## src/rtl/seg7_scan_hc595_pkg.sv

```systemverilog
// Shared types and constants for the 7-segment scanner feeding a 74HC595 driver.
package seg7_scan_hc595_pkg;

  typedef enum logic [2:0] {
    ST_IDLE,
    ST_LOAD,
    ST_STROBE,
    ST_WAIT_HI,
    ST_WAIT_LO,
    ST_DONE
  } state_t;

  // Active-high {g,f,e,d,c,b,a}; element 0 is the last entry of the concatenation.
  localparam logic [15:0][6:0] HEX7_TABLE = {
    7'h71, 7'h79, 7'h5E, 7'h39,   // F E d C
    7'h7C, 7'h77, 7'h6F, 7'h7F,   // b A 9 8
    7'h07, 7'h7D, 7'h6D, 7'h66,   // 7 6 5 4
    7'h4F, 7'h5B, 7'h06, 7'h3F    // 3 2 1 0
  };

  function automatic logic [7:0] seg_off(input bit active_low);
    return active_low ? 8'hFF : 8'h00;
  endfunction

  function automatic logic [7:0] dig_off(input bit active_low);
    return active_low ? 8'hFF : 8'h00;
  endfunction

endpackage

```

## src/rtl/seg7_scan_hc595_hex_to_seg7.sv

```systemverilog
// Combinational hex nibble to active-high 7-segment pattern {g..a}.
module hex_to_seg7
  import seg7_scan_hc595_pkg::*;
(
  input  logic [3:0] nibble,
  output logic [6:0] seg
);

  assign seg = HEX7_TABLE[nibble];

endmodule

```

## src/rtl/seg7_scan_hc595.sv

```systemverilog
// Multiplexed 7-segment scanner: one 16-bit frame per refresh slot, handed to a
// 74HC595 serial driver with a single-cycle lock strobe and busy handshake.
module seg7_scan_hc595
  import seg7_scan_hc595_pkg::*;
#(
  parameter int NUM_DIGITS     = 8,
  parameter int REFRESH_DIV    = 50000,
  parameter int BUSY_TIMEOUT   = 16,
  parameter bit SEG_ACTIVE_LOW = 1'b1,
  parameter bit DIG_ACTIVE_LOW = 1'b1
) (
  input  logic        clk,
  input  logic        rst,
  input  logic        enable,
  input  logic [31:0] digits,
  input  logic [7:0]  dp_mask,
  input  logic [7:0]  blank_mask,
  input  logic        busy,
  output logic [15:0] data,
  output logic        lock,
  output logic [2:0]  digit_idx
);

  localparam int CNT_W = $clog2(REFRESH_DIV);
  localparam int TO_W  = $clog2(BUSY_TIMEOUT + 1);
  localparam logic [7:0] DIG_EN_MASK = 8'((1 << NUM_DIGITS) - 1);

  state_t            state, state_nxt;
  logic [CNT_W-1:0]  cnt;
  logic              tick;
  logic              tick_pending;
  logic [TO_W-1:0]   to_cnt;
  logic              timeout;
  logic              last_digit;

  logic [31:0]       snap_digits;
  logic [7:0]        snap_dp;
  logic [7:0]        snap_blank;

  logic [31:0]       src_digits;
  logic [7:0]        src_dp;
  logic [7:0]        src_blank;
  logic [3:0]        nibble;
  logic [6:0]        hex_seg;
  logic [7:0]        seg_raw;
  logic [7:0]        dig_raw;
  logic [15:0]       frame;

  assign tick       = (cnt == CNT_W'(REFRESH_DIV - 1));
  assign timeout    = (to_cnt == TO_W'(BUSY_TIMEOUT - 1));
  assign last_digit = (digit_idx == 3'(NUM_DIGITS - 1));

  always_ff @(posedge clk) begin
    if (rst)       cnt <= '0;
    else if (tick) cnt <= '0;
    else           cnt <= cnt + 1'b1;
  end

  // A tick that arrives while one is already pending is simply absorbed.
  always_ff @(posedge clk) begin
    if (rst)                    tick_pending <= 1'b0;
    else if (tick)              tick_pending <= 1'b1;
    else if (state == ST_LOAD)  tick_pending <= 1'b0;
  end

  // NOTE: sequential state uses <= so every flop samples pre-edge values;
  // combinational processes use = and are evaluated in order.
  always_ff @(posedge clk) begin
    if (rst) state <= ST_IDLE;
    else     state <= state_nxt;
  end

  // NOTE: state_nxt is given a default first so no path leaves it unassigned (no latch).
  always_comb begin
    state_nxt = state;
    unique case (state)
      ST_IDLE:    if (enable && (tick_pending || tick) && !busy) state_nxt = ST_LOAD;
      ST_LOAD:    state_nxt = ST_STROBE;
      ST_STROBE:  state_nxt = ST_WAIT_HI;
      ST_WAIT_HI: if (busy)         state_nxt = ST_WAIT_LO;
                  else if (timeout) state_nxt = ST_DONE;
      ST_WAIT_LO: if (!busy)        state_nxt = ST_DONE;
      ST_DONE:    state_nxt = ST_IDLE;
      default:    state_nxt = ST_IDLE;
    endcase
  end

  always_comb begin
    lock = (state == ST_STROBE) && !rst;
  end

  always_ff @(posedge clk) begin
    if (rst)                      to_cnt <= '0;
    else if (state == ST_STROBE)  to_cnt <= '0;
    else if (state == ST_WAIT_HI) to_cnt <= to_cnt + 1'b1;
  end

  always_ff @(posedge clk) begin
    if (rst)                                  digit_idx <= '0;
    else if (state == ST_DONE && last_digit)  digit_idx <= '0;
    else if (state == ST_DONE)                digit_idx <= digit_idx + 1'b1;
  end

  // NOTE: the snapshot is a plain data store with no reset: after reset digit_idx
  // is 0, so the live inputs are used and the snapshot is written before it is read.
  always_ff @(posedge clk) begin
    if (state == ST_LOAD && digit_idx == 3'd0) begin
      snap_digits <= digits;
      snap_dp     <= dp_mask;
      snap_blank  <= blank_mask;
    end
  end

  // Digit 0 takes the live inputs (the same values being snapshotted this cycle),
  // so every scan is built from one coherent sample.
  always_comb begin
    src_digits = snap_digits;
    src_dp     = snap_dp;
    src_blank  = snap_blank;
    if (digit_idx == 3'd0) begin
      src_digits = digits;
      src_dp     = dp_mask;
      src_blank  = blank_mask;
    end
  end

  assign nibble = src_digits[{digit_idx, 2'b00} +: 4];

  hex_to_seg7 u_hex_to_seg7 (
    .nibble (nibble),
    .seg    (hex_seg)
  );

  always_comb begin
    seg_raw = src_blank[digit_idx] ? 8'h00 : {src_dp[digit_idx], hex_seg};
    dig_raw = (8'h01 << digit_idx) & DIG_EN_MASK;
    frame   = {SEG_ACTIVE_LOW ? ~seg_raw : seg_raw,
               DIG_ACTIVE_LOW ? ~dig_raw : dig_raw};
  end

  // The frame only changes on LOAD, which is entered with busy low.
  always_ff @(posedge clk) begin
    if (rst)                    data <= {seg_off(SEG_ACTIVE_LOW), dig_off(DIG_ACTIVE_LOW)};
    else if (state == ST_LOAD)  data <= frame;
  end

endmodule
```

## config.mk

```make
export PLATFORM = sky130hd
export DESIGN_NAME = seg7_scan_hc595
export DESIGN_NICKNAME = d
export VERILOG_FILES = /design/src/rtl/seg7_scan_hc595_pkg.sv /design/src/rtl/seg7_scan_hc595_hex_to_seg7.sv /design/src/rtl/seg7_scan_hc595.sv
export SDC_FILE = /design/constraint.sdc
export NUM_CORES = 1
export LEC_CHECK = 0
export BUFFER_PORTS_ARGS = -buffer_cell sky130_fd_sc_hd__buf_4
export CORE_MARGIN = 5
export CORE_UTILIZATION = 30
export DETAILED_ROUTE_END_ITERATION = 8
export PLACE_DENSITY = 0.53
export SETUP_SLACK_MARGIN = 0.2
export SLEW_MARGIN = 15
export SYNTH_ARGS = -nofsm -noshare
export SYNTH_HDL_FRONTEND = slang
export SYNTH_SLANG_ARGS = --single-unit
```

## constraint.sdc

```tcl
create_clock -name clk -period 3.7 [get_ports clk]
set_input_delay 0.37 -clock clk [delete_from_list [all_inputs] [get_ports clk]]
set_output_delay 0.37 -clock clk [all_outputs]
set_load 0.02 [all_outputs]
```

=== Yosys cells after proc, flatten, opt, wreduce, memory -nomap -nowiden ===
Memories as Yosys holds them, arrays and structs flattened.
Cells that the tools add are included.

* Bits in registers: 92
* ROM bits: 112
* Bits of input ports: 52
* Output and inout port bits: 20
* Memories: 1

* $add $sub $neg: 3
* Magnitude comparators: 2
* Equal/unequal tests: 11
* Shift operators: 2
* Multiplexer cells: 16
* Bitwise logic cells: 2
* Reductions and logical operators: 15

{| class="wikitable"
|+ Memory list
! memory !! words !! width !! read ports !! clocked after Yosys merged registers in !! wr ports !! RTL line !! RTL
|-
| (no name shown) || 16 || 7 || 1 || 0 || 0 || seg7_scan_hc595_hex_to_seg7.sv:9 || <nowiki>assign seg = HEX7_TABLE[nibble];</nowiki>
|}

{| class="wikitable"
|+ Operator list
! operator !! count
|-
| 32-bit two-way mux || 1
|-
| 32-bit by 6-bit indexed part select with 4-bit output || 1
|-
| 8-bit two-way mux || 3
|-
| 16-bit by 1-bit adder with 16-bit output (second input constant) || 1
|-
| 16-bit equality test (second input constant) || 1
|-
| 8-bit NOT || 2
|-
| 3-bit case mux with 5 select lines || 1
|-
| 3-bit two-way mux || 4
|-
| 3-bit equality test (second input constant) || 3
|-
| 1-bit by 3-bit left shift with 8-bit output (first input constant) || 1
|-
| 7-bit two-way mux || 1
|-
| 1-bit binary-select mux with 3-bit select || 2
|-
| 3-bit by 2-bit equality test with 1-bit output (second input constant) || 2
|-
| 3-bit zero test || 2
|-
| 2-bit OR reduction || 3
|-
| 5-bit by 1-bit adder with 5-bit output (second input constant) || 1
|-
| 5-bit by 4-bit equality test with 1-bit output (second input constant) || 1
|-
| 1-bit logical AND || 5
|-
| 4-bit by 5-bit less-than comparator with 1-bit output (second input constant) || 1
|-
| 3-bit by 4-bit less-than comparator with 1-bit output (second input constant) || 1
|-
| 1-bit two-way mux || 4
|-
| 2-bit inequality test (second input constant) || 2
|-
| 3-bit by 1-bit adder with 3-bit output (second input constant) || 1
|-
| 3-bit by 1-bit equality test with 1-bit output (second input constant) || 1
|-
| other kinds (5) || 6
|}

=== Depth between registers and ports, before layout ===
* Word-level depth: 7
* Depth in mapped cells: 17
* Mapped depth without buffers: 13

=== Modules after synthesis ===
A second synthesis with hierarchy kept.

* Cell total of the unflattened synthesis: 354
* Area total of the unflattened synthesis: 4342.9 sq um

{| class="wikitable"
|+ By module, submodules not included
! module !! times used !! cells an instance !! area each (sq um) !! sequential area each (sq um)
|-
| seg7_scan_hc595 || 1 || 321 || 4055.1 || 2322.2
|-
| hex_to_seg7 || 1 || 33 || 287.8 || 0.0
|}

=== Least setup slack after synthesis ===
No wires, ideal clock.

* Path type: flip-flop to flip-flop
* Start point: reg digit_idx[0]
* End point: reg snap_blank[0] (enable)
* Library setup time: 0.455 ns
* Arrival: 3.417 ns
* Data required time: 3.245 ns
* Setup slack: -0.173 ns
* Cell stages (with the launch flop): 9
* Clock period less this slack: 3.873 ns
* Cell sequence: dfxtp_1 buf_4 buf_6 inv_1 ha_1 buf_4 nand2b_4 buf_6 nor2_1

* Cells in the longest elaborated chain, start to end: 2

{| class="wikitable"
|+ Ends and longest elaborated chain
! item !! RTL line !! RTL
|-
| start: declaration || seg7_scan_hc595.sv:21 || <nowiki>output logic [2:0] digit_idx</nowiki>
|-
| start signal: assignment || seg7_scan_hc595.sv:101 || <nowiki>else if (state == ST_DONE) digit_idx <= digit_idx + 1'b1;</nowiki>
|-
| 3-bit zero test || seg7_scan_hc595.sv:107 || <nowiki>if (state == ST_LOAD && digit_idx == 3'd0) begin</nowiki>
|-
| 1-bit logical AND || seg7_scan_hc595.sv:107 ||
|-
| end signal: assignment || seg7_scan_hc595.sv:110 || <nowiki>snap_blank <= blank_mask;</nowiki>
|-
| end: declaration || seg7_scan_hc595.sv:38 || <nowiki>logic [7:0] snap_blank;</nowiki>
|}

Every way passes these cells.
A chain may end at the register's enable or synchronous reset.

=== Worst setup path after layout ===
* Start point: reg digit_idx[2]
* End point: reg data[11]

* Cells in the longest elaborated chain, start to end: 7

{| class="wikitable"
|+ Ends and longest elaborated chain
! item !! RTL line !! RTL
|-
| 3-bit zero test || seg7_scan_hc595.sv:120 || <nowiki>if (digit_idx == 3'd0) begin</nowiki>
|-
| 32-bit two-way mux || seg7_scan_hc595.sv:120 ||
|-
| 32-bit by 6-bit indexed part select with 4-bit output || seg7_scan_hc595.sv:127 || <nowiki>assign nibble = src_digits[{digit_idx, 2'b00} +: 4];</nowiki>
|-
| memory 16 x 7 bit || - ||
|-
| 7-bit two-way mux (not written as such) || seg7_scan_hc595_hex_to_seg7.sv:9 ||
|-
| 8-bit two-way mux * || seg7_scan_hc595.sv:135 || <nowiki>seg_raw = src_blank[digit_idx] ? 8'h00 : {src_dp[digit_idx], hex_seg};</nowiki>
|-
| 8-bit NOT * || seg7_scan_hc595.sv:137 || <nowiki>frame = {SEG_ACTIVE_LOW ? ~seg_raw : seg_raw,</nowiki>
|-
| end signal: assignment || seg7_scan_hc595.sv:143 || <nowiki>if (rst) data <= {seg_off(SEG_ACTIVE_LOW), dig_off(DIG_ACTIVE_LOW)};</nowiki>
|-
| end signal: assignment || seg7_scan_hc595.sv:144 || <nowiki>else if (state == ST_LOAD) data <= frame;</nowiki>
|-
| end: declaration || seg7_scan_hc595.sv:19 || <nowiki>output logic [15:0] data,</nowiki>
|}

Mark *: on every way between the ends. The rest lies on a longest branch, timed or not. The select of a mux whose other input is x is not followed.

==> flow_metrics.tcl <==
set metrics [dict create \
    drt_iter0_drc 135 \
    ctsResizeCount 0 \
    cts_buffers 9 \
    vias 2995 \
    relSlewSlack_pct 56.3 \
    endpoint_kind "flip-flop" \
    path_clk_slew_ns 0.07 \
    comb_power_share_pct 4.9 \
    fin_ws_ns 0.790 \
    path_delay_family "compound AO/OA/AOI/OAI gates" \
    swShare_pct 20.7 \
    worst_ep_required_time_ns 3.99 \
    rsz0062_at_grt "no" \
    reg2reg_depth 10 \
    rows 43 \
    clockBufferDepth 2 \
    yosysUniqueCellTypes 52 \
    critPathMaxStageDelay_ns 0.74 \
    io_pins 72 \
    clkPwrFrac_pct 45.8 \
    yosys_warnings 0 \
    dp_hpwl_um 7000 \
    timing.critical_path.from "digit_idx[2]" \
    critPathSlowestCell "dfxtp_1" \
    r2r-end "data[11]" \
    nets 500 \
    async_reset_ff_share_pct 0 \
    path_max_fanout 18 \
    area_delta_synth_final_pct 23.9 \
    fp.dieH_um 129 \
    grt.overflow.total 0 \
    synth_area_per_cell_um2 11.6 \
    p_per_area_mw_per_mm2 414 \
    synth_top_cell_by_area "edfxtp_1" \
    p_switching_mw 0.453 \
    setup_viol 0 \
    criticalPathCategory "reg -> reg" \
    finalHoldViolCount 0 \
    wl_um 9720 \
    power_frac_seq_pct 49.3 \
    gp_congestion 0.771 \
    synth_top_cells_by_area "edfxtp_1, dfxtp_1, ha_1, mux2i_1, nor2_1" \
    postCtsSetupRepairBufs 0 \
    grt_pass1_wl_um 15300 \
    grt_usage_pct 11.9 \
    max_freq_ghz 0.344 \
    drcViolationCount 0 \
    layout-drive-gt1-share_pct 26.1 \
    fin_crit_ns 2.91 \
    crit_cells 10 \
    met3WireLength_um 587 \
    wire_per_inst_um 15.7 \
    grt_pass1_vias 2917 \
    synth_enable_flop_cells 48 \
    top_layer "met4" \
    min_path_type "in -> reg" \
    syn-num-nets 432 \
    leakagePower_nw 1.96 \
    critical_path_buf_inv_count 2 \
    pre_cts_ws_ns 0.825 \
    totalNegativeSetupSlack_ns 0 \
    cts.htree.levels 3 \
    worstPathArrival_ns 3.20 \
    syn-cell-area_mm2 0.00427 \
    antenna_found_initial 0 \
    antenna_cells 0 \
    path_cells "inv_1 -> nor2_1 -> a22o_1 -> nor3_4 -> inv_1 -> ha_1 -> a21oi_1 -> nor2_1 -> a22oi_1 -> o22a_1" \
    skew_ns 0.0102 \
    r2r-start "digit_idx[2]" \
    p_int_mw 1.73 \
    wl_met1_um 4440 \
    root_buffer "clkbuf_16" \
    viasPerCell 4.83 \
    initial_utilization_pct 30.6 \
    startpoint_type "flip-flop" \
    clk-insertion-delay-late_ns 0.35 \
    seq_area_frac_synth_pct 54.4 \
    synth_ff_type "edfxtp_1" \
    max-cap-violations 0 \
    dr.pass1.iters 4 \
    clock-sinks 92 \
    tightest_slew_ns 0.655 \
    ctsHoldBuffers 0 \
    ir_drop_v 0.000228 \
    die_area_mm2 0.0167 \
    status "finished clean" \
    fin_crit_sh_pct 78.7 \
    synth_top_area_share_pct 33.8 \
    grt_max_degree 33 \
    synthCells 367 \
    ant_nets 0 \
    rrSetupSlack_ns 0.79 \
    cts_tree "built" \
    crit_end "data[11]" \
    wl_met2_um 4580 \
    ys_ff_latch 92 \
    die_w_um 129 \
    io_buffers 71 \
    drv_slew 0 \
    fp.coreArea_mm2 0.0139 \
]
[Yosys cell counts, types with 4 or more instances]
library cell / instances
nor2_1: 41
ha_1: 13
nor3_1: 11
nand3_1: 17
or3_1: 4
a21oi_1: 20
mux2i_1: 16
nand4_1: 4
buf_2: 4
inv_1: 10
xor2_1: 10
xnor2_1: 4
mux2_2: 6
mux4_2: 6
edfxtp_1: 48
nand2_1: 17
nand2b_1: 6
nor3b_1: 4
clkbuf_1: 7
buf_6: 4
dfxtp_1: 44
o21ai_0: 11
o32a_1: 4
buf_4: 4
and3_1: 4
[area by class of cell]
type / instances / area (um2)
fill: 1399 / 8650
tap: 180 / 225
multi-input combinational: 245 / 1790
clock inverter: 6 / 95.1
timing repair buffer: 76 / 583
clock buffer: 10 / 229
inverter: 11 / 41.3
sequential: 92 / 2320
[stage by stage]
step                      instance area [um2]  power (mW)  utilization (%)  hold slack (ns)  cells
final                                    5280        2.19             37.9            0.194    620
after global routing                     5280        2.26             37.9            0.184    620
after global placement                   4960        1.21             35.6            0.431    604
after detailed placement                 4960        1.21             35.6            0.440    604
after floorplan                          4270        1.15                -            0.418    367
after CTS                                5280        2.21             37.9            0.182    620
[power by group through the flow]
stage               Combinational (mW)  Sequential [mW]  Clock (mW)
floorplan                       0.0491             1.10           0
global placement                 0.106             1.10           0
detailed placement               0.108             1.10           0
CTS                              0.108             1.08        1.03
global route                     0.119             1.08        1.07
finish                           0.107             1.08        1.00
[placed cells by master, fill, tap and decap left out, types with 13 or more instances in the layout]
master    Yosys  routed
buf_4         4      75
edfxtp_1     48      48
dfxtp_1      44      44
nor2_1       41      40
a21oi_1      20      20
nand2_1      17      17
nand3_1      17      17
mux2i_1      16      16
ha_1         13      13
[routing by layer]
| layer | track usage [%] | up-vias |
|---|---|---|
| met5 | 0 | - |
| met4 | 4.45 | 0 |
| met3 | 3.26 | 10 |
| met2 | 19.1 | 56 |
| met1 | 15.4 | 1446 |
| li1 | - | 1483 |
[sequential cells by signal, indices dropped and copies added (netlist names), 3 cells and up]
name         flops
cnt             16
to_cnt           5
snap_digits     32
data            16
snap_dp          8
state            3
digit_idx        3
snap_blank       8
[worst min path at each step]
stage                           from         endpoint  slack, ns  cells past startpoint
after CTS                 digits[18]  snap_digits[18]       0.18                      1
after detailed placement      cnt[0]           cnt[0]       0.44                      1
final                     digits[18]  snap_digits[18]       0.19                      1
after floorplan               cnt[0]           cnt[0]       0.42                      1
after global placement        cnt[0]           cnt[0]       0.43                      1
after global routing      digits[18]  snap_digits[18]       0.18                      1
[kinds of logic (layout without fill, tap and decap cells)]
logic type	after synthesis	count (layout)	share of synthesized area (%)
and+or+nand+nor	126	126	15.5
adders and majority gates	13	13	3.81
buffers and inverters	30	103	3.81
muxes	30	30	9.74
AOI/OAI and AO/OA	62	62	9.83
DFF	92	92	54.4
xor gates and xnor gates	14	14	2.87
(Power assumes the default switching activity.)
